**src/rtl/k12a_sram_seq.sv**
```systemverilog
// Asynchronous SRAM access sequencer: one request at a time, registered strobes,
// programmable setup and strobe lengths, one-cycle response pulse.
module k12a_sram_seq #(
  parameter int ADDR_WIDTH   = 16,
  parameter int DATA_WIDTH   = 8,
  parameter int SETUP_CYCLES = 1,
  parameter int WAIT_STATES  = 2
) (
  input  logic                  sys_clock,
  input  logic                  reset,
  input  logic                  req_valid,
  output logic                  req_ready,
  input  logic                  req_write,
  input  logic [ADDR_WIDTH-1:0] req_addr,
  input  logic [DATA_WIDTH-1:0] req_wdata,
  output logic                  rsp_valid,
  output logic [DATA_WIDTH-1:0] rsp_rdata,
  output logic                  busy,
  output logic [ADDR_WIDTH-1:0] mem_addr,
  output logic [DATA_WIDTH-1:0] mem_wdata,
  output logic                  mem_data_oe,
  input  logic [DATA_WIDTH-1:0] mem_rdata,
  output logic                  mem_ce_n,
  output logic                  mem_oe_n,
  output logic                  mem_we_n
);

  localparam int MAX_CYC = (SETUP_CYCLES > WAIT_STATES) ? SETUP_CYCLES : WAIT_STATES;
  localparam int CNT_W   = (MAX_CYC > 1) ? $clog2(MAX_CYC) : 1;
  localparam logic [CNT_W-1:0] SETUP_LOAD = CNT_W'(SETUP_CYCLES - 1);
  localparam logic [CNT_W-1:0] WAIT_LOAD  = CNT_W'(WAIT_STATES - 1);

  generate
    if (SETUP_CYCLES < 1 || WAIT_STATES < 1) begin : g_param_check
      $error("k12a_sram_seq: SETUP_CYCLES and WAIT_STATES must both be >= 1");
    end
  endgenerate

  typedef enum logic [1:0] {IDLE, SETUP, STROBE, HOLD} state_t;

  state_t           state, state_nxt;
  logic [CNT_W-1:0] cnt, cnt_nxt;
  logic             wr, wr_nxt;
  logic             accept;

  assign req_ready = (state == IDLE) & ~reset;
  assign accept    = req_valid & req_ready;
  assign busy      = (state != IDLE);

  always_comb begin
    state_nxt = state;
    cnt_nxt   = cnt;
    wr_nxt    = wr;
    case (state)
      IDLE: if (accept) begin
        state_nxt = SETUP;
        cnt_nxt   = SETUP_LOAD;
        wr_nxt    = req_write;
      end
      SETUP: if (cnt == '0) begin
        state_nxt = STROBE;
        cnt_nxt   = WAIT_LOAD;
      end else begin
        cnt_nxt = cnt - CNT_W'(1);
      end
      STROBE: if (cnt == '0) state_nxt = HOLD;
              else           cnt_nxt   = cnt - CNT_W'(1);
      HOLD:    state_nxt = IDLE;
      default: state_nxt = IDLE;
    endcase
  end

  // Strobes are registered from the next state so they change exactly on state entry.
  always_ff @(posedge sys_clock) begin
    if (reset) begin
      state       <= IDLE;
      cnt         <= '0;
      wr          <= 1'b0;
      mem_addr    <= '0;
      mem_wdata   <= '0;
      mem_ce_n    <= 1'b1;
      mem_oe_n    <= 1'b1;
      mem_we_n    <= 1'b1;
      mem_data_oe <= 1'b0;
      rsp_valid   <= 1'b0;
      rsp_rdata   <= '0;
    end else begin
      state       <= state_nxt;
      cnt         <= cnt_nxt;
      wr          <= wr_nxt;
      if (accept) begin
        mem_addr  <= req_addr;
        mem_wdata <= req_wdata;
      end
      mem_ce_n    <= (state_nxt == IDLE);
      mem_oe_n    <= ~(~wr_nxt & ((state_nxt == SETUP) | (state_nxt == STROBE)));
      mem_we_n    <= ~(wr_nxt & (state_nxt == STROBE));
      mem_data_oe <= wr_nxt & (state_nxt != IDLE);
      rsp_valid   <= (state_nxt == HOLD);
      if (state == STROBE && cnt == '0 && !wr)
        rsp_rdata <= mem_rdata;
    end
  end

endmodule
```
**config.mk**
```make
export PLATFORM = sky130hd
export DESIGN_NAME = k12a_sram_seq
export DESIGN_NICKNAME = d
export VERILOG_FILES = /design/src/rtl/k12a_sram_seq.sv
export SDC_FILE = /design/constraint.sdc
export NUM_CORES = 1
export LEC_CHECK = 0
export CAP_MARGIN = 20
export CORE_UTILIZATION = 35
export DETAILED_ROUTE_END_ITERATION = 8
export DONT_BUFFER_PORTS = 1
export SETUP_SLACK_MARGIN = 0.4
export SLEW_MARGIN = 5
export SYNTH_ARGS = -nofsm -noshare
export SYNTH_HDL_FRONTEND = slang
export SYNTH_SLANG_ARGS = --single-unit
```
**constraint.sdc**
```tcl
create_clock -name sys_clock -period 1.8 [get_ports sys_clock]
set_clock_uncertainty 0.15 [all_clocks]
set_input_delay 0.36 -clock sys_clock [delete_from_list [all_inputs] [get_ports sys_clock]]
set_output_delay 0.36 -clock sys_clock [all_outputs]
set_load 0.1 [all_outputs]
```
# [Yosys cells after proc, flatten, opt, wreduce, memory -nomap -nowiden]
# Index checks and enable logic that the tools add are counted.
[word_totals] word_cells=49 output_inout_bits=39 inputBits=36 register_bits=41
[classes] addsub=1 n_eq_ne=7 n_bitwise=11 reduce_logical=9 mux=10
[ops] cell="== test 2 bit (second input constant)" count=4
[ops] cell="case mux 2 bit (4 select lines)" count=1
[ops] cell="two-way mux 2 bit" count=3
[ops] cell="AND 1 bit" count=5
[ops] cell="two-way mux 1 bit" count=5
[ops] cell="NOT 1 bit" count=5
[ops] cell="== test 2 x 1 -> 1 bit (second input constant)" count=2
[ops] cell="zero test 2 bit" count=2
[ops] cell="nonzero test 2 bit" count=2
[ops] cell="case mux 1 bit (3 select lines)" count=1
[ops] cell="nonzero test 3 bit" count=1
[ops] cell="logical AND 1 bit" count=2
[ops] cell="inequality test 2 bit (second input constant)" count=1
[ops] cell="AND reduction 2 bit" count=1
[ops] cell="zero test 1 bit" count=1
[ops] cell="OR 1 bit" count=1
[ops] cell="subtractor 1 bit (second input constant)" count=1

# [Longest topological paths before layout]
# Gate-level depths: netlist of the first run.
[logic_depth] depth_word=9 depth_mapped=7 mapped_depth_nobuf=6

# [Worst setup path before layout of the first run]
# Ideal clock, no wire load.
[synth_timing] path_type="register to output" from="register state[0]" to="output req_ready" t_required_ps=1290 path_stages_with_launch=4 slack_ps=-1162 path_buffers=1 t_arrival_ps=2452 cell_sequence="dfxtp_1 clkbuf_1 or2_2 nor2_1"
[synth_between] elab_chain_cells=2
[synth_rtl] element="start, declared" line_no="41" rtl="state_t state, state_nxt;"
[synth_rtl] element="start signal, assigned" line_no="88" rtl="state <= state_nxt;"
[synth_rtl] element="zero test 2 bit" line_no="46" rtl="assign req_ready = (state == IDLE) & ~reset;"
[synth_rtl] element="AND 1 bit" line_no="46"
[synth_rtl] element="end, declared" line_no="12" rtl="output logic req_ready,"
# No other way between the ends.

# [Final worst setup path of the first run]
[layout_timing] from="register state[0]" to="register mem_addr[14]"
[layout_between] elab_chain_cells=3
[layout_rtl] element="zero test 2 bit" line_no="46"
[layout_rtl] element="AND 1 bit" line_no="46"
[layout_rtl] element="AND 1 bit" line_no="47" rtl="assign accept = req_valid & req_ready;"
[layout_rtl] element="end signal, assigned" line_no="92" rtl="mem_addr <= req_addr;"
[layout_rtl] element="end, declared" line_no="19" rtl="output logic [ADDR_WIDTH-1:0] mem_addr,"
# No other way between the ends.
# A chain may end at the register's enable or synchronous reset.

==> reports/results.ini, run 1 <==
[outcome]
status = finished with violations
failed_checks = negative hold slack

[place]
hpwl_um = 1995
place_area_um2 = 1700
place_congestion = 0.7144
io_buffers = 0

[die]
die_h_um = 69.46
core_region_area_um2 = 4354
ios = 75
start_util = 0.3658
die-area_um2 = 4825
rows = 24
die_w_um = 69.46

[detailed_routing]
dr_total_vias = 1326
drc = 0
wl_um = 4381
ant_nets = 0
dr.pass1.iters = 4
viasPerCell = 5.080
wl_per_cell_um = 16.79
initialDrtViolationCount = 27

[yosys]
yosys-top-cells-count = 42 x nand2_1, 41 x dfxtp_1, 25 x nand2b_1, 25 x o21ai_0, 11 x nor2_1
ys_async_sr_fraction = 0
syn_inst = 185
synth.cell_area_um2 = 1593
yosysSeqAreaShare = 0.5153
synth_top_area_frac = 0.5153
yosys_warnings = 0
yosys.area.top_type = dfxtp_1
yosysMostFrequentCell = nand2_1
synthesis.nets = 224
synth_area_leaders = dfxtp_1 52%, nand2_1 9.9%, nand2b_1 9.8%
yosysUniqueCellTypes = 20
synth-seq-cells = 41
synth_ff_type = dfxtp_1
synth_edf_count = 0
syn_area_per_cell_um2 = 8.610

[clock_network]
cts.clk_slew.worst_paths_ps = 70
cts_root_buffer = clkbuf_8
clk_path_buf_depth = 2
clock_latency_ps = 280
cts_max_level = 2
clock-sinks = 41
cts_tree = built
cts_buffers = 5

[cells_and_area]
final_area_um2 = 2524
antennaDiodeCount = 0
fin_util = 0.5796
final_layout_size_suffix_gt1_frac = 0.6124
nets = 247
fillers = 361
area_growth_pct = 58.44

[timing]
grt_setup_unrepaired = true
fin_crit_ps = 1714
report.final.hold_viol_count = 9
fmax_mhz = 583.5
tns_ps = 0
worst_pin_slew_ps = 288.3
finalMaxSlewViolations = 0
finalSetupViolations = 0
period_share = 0.9522
slew_headroom = 0.8040
hold_slack_ps = -6.153

[setup_path]
critical_path.max_fanout = 6
r2r_cells = 8
cp-start-kind = flip-flop
cp_data_arrival_time_ps = 1780
crit_type = reg2reg
cp_data_required_time_ps = 1870
critPathCaptureType = flip-flop

[global_route]
grt_pass1_vias = 1268
overflow = 0
antenna_found_initial = 0
grt_usage = 0.1689
grt_max_degree = 44
grt_pass1_wl_um = 6306

[job]
cap_viol_max_count = 0

[pwr]
p_per_area_nw_per_um2 = 1160
p_leak_nw = 0.9734
ir_drop_uv = 652.8

[worst_hold_path]
hold_class = in2reg
whs_path_depth = 1

power breakdown:
| group | internal (W) | switching (W) | total [W] | leakage, nW |
|---|---|---|---|---|
| Combinational | 0.000322 | 0.000299 | 0.000621 | 0.557 |
| Sequential | 0.00101 | 0.000653 | 0.00166 | 0.362 |
| Clock | 0.000346 | 0.000298 | 0.000644 | 0.0542 |
what timing repair did:
| action | CTS | global route |
|---|---|---|
| hold endpoints to repair | 13 | 15 |
| pin swaps | 14 | 31 |
| resized for setup | 66 | 70 |
| setup buffers | 14 | 3 |
| cloned | 6 | 1 |
| endpoints found under the setup margin | 77 | 41 |
placed cells by master (no fill, tap or decap), types with 2 or more instances in the layout:
cell,netlist,layout
nand2_2,0,11
buf_12,0,6
a21oi_1,9,9
nand2_1,42,22
nor2_1,11,6
o21ai_2,0,18
dfxtp_4,0,39
buf_16,0,6
o32a_1,2,2
nor4b_4,2,2
clkbuf_8,0,7
dlygate4sd3_1,0,2
buf_4,0,8
nor2_2,0,4
nand2_4,0,9
o21ai_1,0,6
ha_1,3,3
nand2b_1,25,24
buf_6,0,6
kinds of logic (layout without fill, tap and decap cells):
group,count (synthesis),after routing,synth area share
AOI/OAI and AO/OA,37,37,0.1249
adders and majority gates,3,3,0.02357
buffers and inverters,14,38,0.03613
DFF,41,41,0.5153
muxes,2,2,0.01257
and+or+nand+nor,88,88,0.2875
final cells by class:
type	count	area, µm²	share of cell area
sequential	41	968.4	0.3837
multi-input combinational	130	927.1	0.3674
timing repair buffer	29	457.9	0.1815
clock buffer	7	96.34	0.03818
tap	52	65.06	0.02578
clock inverter	1	5.005	0.001983
inverter	1	3.754	0.001487
state kept, by name, indices dropped and copies added, names as in the netlist:
name,count
cnt,1
mem_addr,16
mem_ce_n,1
mem_data_oe,1
mem_oe_n,1
mem_wdata,8
mem_we_n,1
rsp_rdata,8
rsp_valid,1
state,2
wr,1
metrics by stage:
| step | cells | setup slack [ps] | power [W] |
|---|---|---|---|
| 2_1_floorplan | 185 | -101.0 | 0.001969 |
| 3_3_place_gp | 227 | 147.6 | 0.002001 |
| 3_5_place_dp | 227 | 123.9 | 0.002005 |
| 4_1_cts | 255 | 94.16 | 0.002835 |
| 5_1_grt | 261 | 32.08 | 0.003056 |
| 6_report | 261 | 86.09 | 0.002929 |
worst max-delay path, cell delays in order, from the launching register on:
cell and delay (ps):
dfxtp_4 360, buf_6 120, nor4b_4 350, buf_4 190, buf_6 120, buf_12 110
clkbuf_16 150, nand2_2 40, o21ai_1 60
path summary, 6_finish.rpt:
| path | slack [ps] | end | start |
|---|---|---|---|
| worst max-delay path | 90 | mem_addr[14] | state[0] |
| worst min-delay path | -6 | rsp_rdata[5] | reset |
| worst max register to register | 90 | mem_addr[14] | state[0] |
| worst min register to register | 440 | cnt | cnt |
layer usage:
metal,global-route usage,wire length (µm)
met2,0.3107,2383
met5,0,0
met4,0.03401,31
met3,0.06395,298
met1,0.1830,1667
No activity file was read; power rests on OpenSTA's default activity.
==> inputs of run 2 (changes only) <==
- CTS_BUF_LIST: default -> sky130_fd_sc_hd__clkbuf_4
- clock period: 1.8 -> 1.41 ns (I/O delays scaled with it)
==> reports/results.ini, run 2 (synthesis results as in run 1) <==
[outcome]
status = finished with violations
failed_checks = negative hold slack, negative setup slack

[clock_network]
cts_tree = built
hold_buffers = 24
cts_max_level = 2
cts_root_buffer = clkbuf_4
clock-sinks = 41
cts.clk_slew.worst_paths_ps = 110
clock_latency_ps = 330
cts_buffers = 5
clk_path_buf_depth = 2

[setup_path]
cp_data_required_time_ps = 1520
startpoint = state[1]
cp-start-kind = flip-flop
crit_path_max_incr_delay_ps = 370
r2r-start = state[1]
crit_type = reg2reg
critical_path.max_fanout = 6
reg2reg_slack_ps = -280
cp_cell_sequence = buf_4 -> nor4b_4 -> buf_6 -> buf_12 -> buf_16 -> nand2_1 -> o21ai_1
cp_data_arrival_time_ps = 1790
critPathCaptureType = flip-flop
critical-path-slowest-cell = dfxtp_4

[detailed_routing]
wl_um = 4858
dr.pass1.iters = 4
wl_per_cell_um = 17.11
drc = 0
viasPerCell = 5.137
ant_nets = 0
dr_total_vias = 1459
initialDrtViolationCount = 59

[global_route]
antenna_found_initial = 0
grt_pass1_wl_um = 7134
overflow = 0
grt_max_degree = 44
grt_pass1_vias = 1444
grt_usage = 0.1884

[place]
io_buffers = 0
hpwl_um = 2543
place_congestion = 0.7387

[timing]
finalSetupViolations = 40
report.final.hold_viol_count = 40
finalMaxSlewViolations = 0
fmax_mhz = 593.4
slew_headroom = 0.7691
fin_crit_ps = 1685
setup_ws_ps = -275.3
period_share = 1.195
grt_setup_unrepaired = true
hold_slack_ps = -153.3
worst_pin_slew_ps = 345.6

[die]
die_h_um = 69.46
start_util = 0.3658
die-area_um2 = 4825
rows = 24
core_region_area_um2 = 4354
die_w_um = 69.46
ios = 75

[cells_and_area]
area_growth_pct = 64.73
nets = 270
fin_util = 0.6026
largest_reg_flops = 16
reg_top3 = mem_addr: 16 flops, mem_wdata: 8 flops, rsp_rdata: 8 flops
mostFrequentLayoutCells = 39 x dfxtp_4, 34 x nand2_1, 24 x nand2b_1, 24 x dlygate4sd3_1, 23 x o21ai_1
final_layout_size_suffix_gt1_frac = 0.4784
largest_register = mem_addr
fillers = 338
antennaDiodeCount = 0
final_common_cell = dfxtp_4

[worst_hold_path]
hold_class = in2reg
min_from = reset

[pwr]
p_per_area_nw_per_um2 = 1420
p_leak_nw = 0.9481
ir_drop_uv = 855.7
finalPower_w = 0.003725

[job]
cap_viol_max_count = 0

run 2: changes by cell type in the layout (fill, tap and decap cells not counted), moves of 6 or more:
cell           change
nand2_4            -9
a21oi_1            -7
dlygate4sd3_1     +22
clkbuf_4           +6
o21ai_1           +17
o21ai_2           -16
a21oi_2            +7
nand2_1           +12
clkbuf_8           -7
run 2: layout make-up:
type	count	area (µm²)	share of cell area
Inverter	1	3.754	0.001431
Multi-Input combinational cell	130	864.6	0.3295
Clock buffer	6	45.04	0.01717
Clock inverter	2	33.78	0.01288
Sequential cell	41	968.4	0.3691
Tap cell	52	65.06	0.02480
Timing Repair Buffer	52	643.1	0.2451
run 2: layer usage:
| layer | vias up | GRT usage | share of wire |
|---|---|---|---|
| met5 | - | 0 | 0 |
| met4 | 0 | 0.05442 | 0.021 |
| met3 | 11 | 0.06977 | 0.076 |
| met2 | 63 | 0.3387 | 0.53 |
| met1 | 683 | 0.2053 | 0.37 |
| li1 | 702 | - | - |
run 2: report_power, final:
| group | switching [W] | internal (W) |
|---|---|---|
| Sequential | 0.000833 | 0.00129 |
| Combinational | 0.000401 | 0.000468 |
| Clock | 0.000344 | 0.000389 |
run 2: stage by stage:
| step | cell area (µm²) | TNS, ps | std cells | hold slack [ps] | setup slack [ps] |
|---|---|---|---|---|---|
| 2_1_floorplan | 1808 | -1263 | 185 | 245.6 | -411.9 |
| 5_1_grt | 2624 | -10010 | 284 | -197.2 | -325.0 |
| 4_1_cts | 2427 | -7094 | 280 | -175.7 | -279.3 |
| 3_3_place_gp | 1883 | -2071 | 236 | 197.8 | -194.8 |
| 6_report | 2624 | -8132 | 284 | -153.3 | -275.3 |
| 3_5_place_dp | 1883 | -3590 | 236 | 200.8 | -270.8 |
run 2: what timing repair did:
action / 4_1_cts / 5_1_grt
resized for setup: 19 / 31
buffers inserted: 9 / 1
cloned: 3 / 3
hold endpoints to repair: 41 / 41
pin swaps: 5 / 18
endpoints found under the setup margin: 80 / 80
run 2: final timing paths:
path | cells after the start | to
min reg2reg | 2 | cnt
max | 7 | mem_addr[6]
min | 1 | rsp_rdata[6]
max reg2reg | 7 | mem_addr[6]
run 2: worst max-delay path, delay by kind of cell (launching register included):
family | cells | cell delay, ps
buffers and inverters | 4 | 580
and+or+nand+nor | 2 | 430
DFF | 1 | 370
AOI/OAI and AO/OA | 1 | 90
==> inputs of run 3 (changes only) <==
- SLEW_MARGIN: 5 -> 20
==> results of run 3 <==
Same layout as run 2: the final DEF is identical, and so are final timing and power.
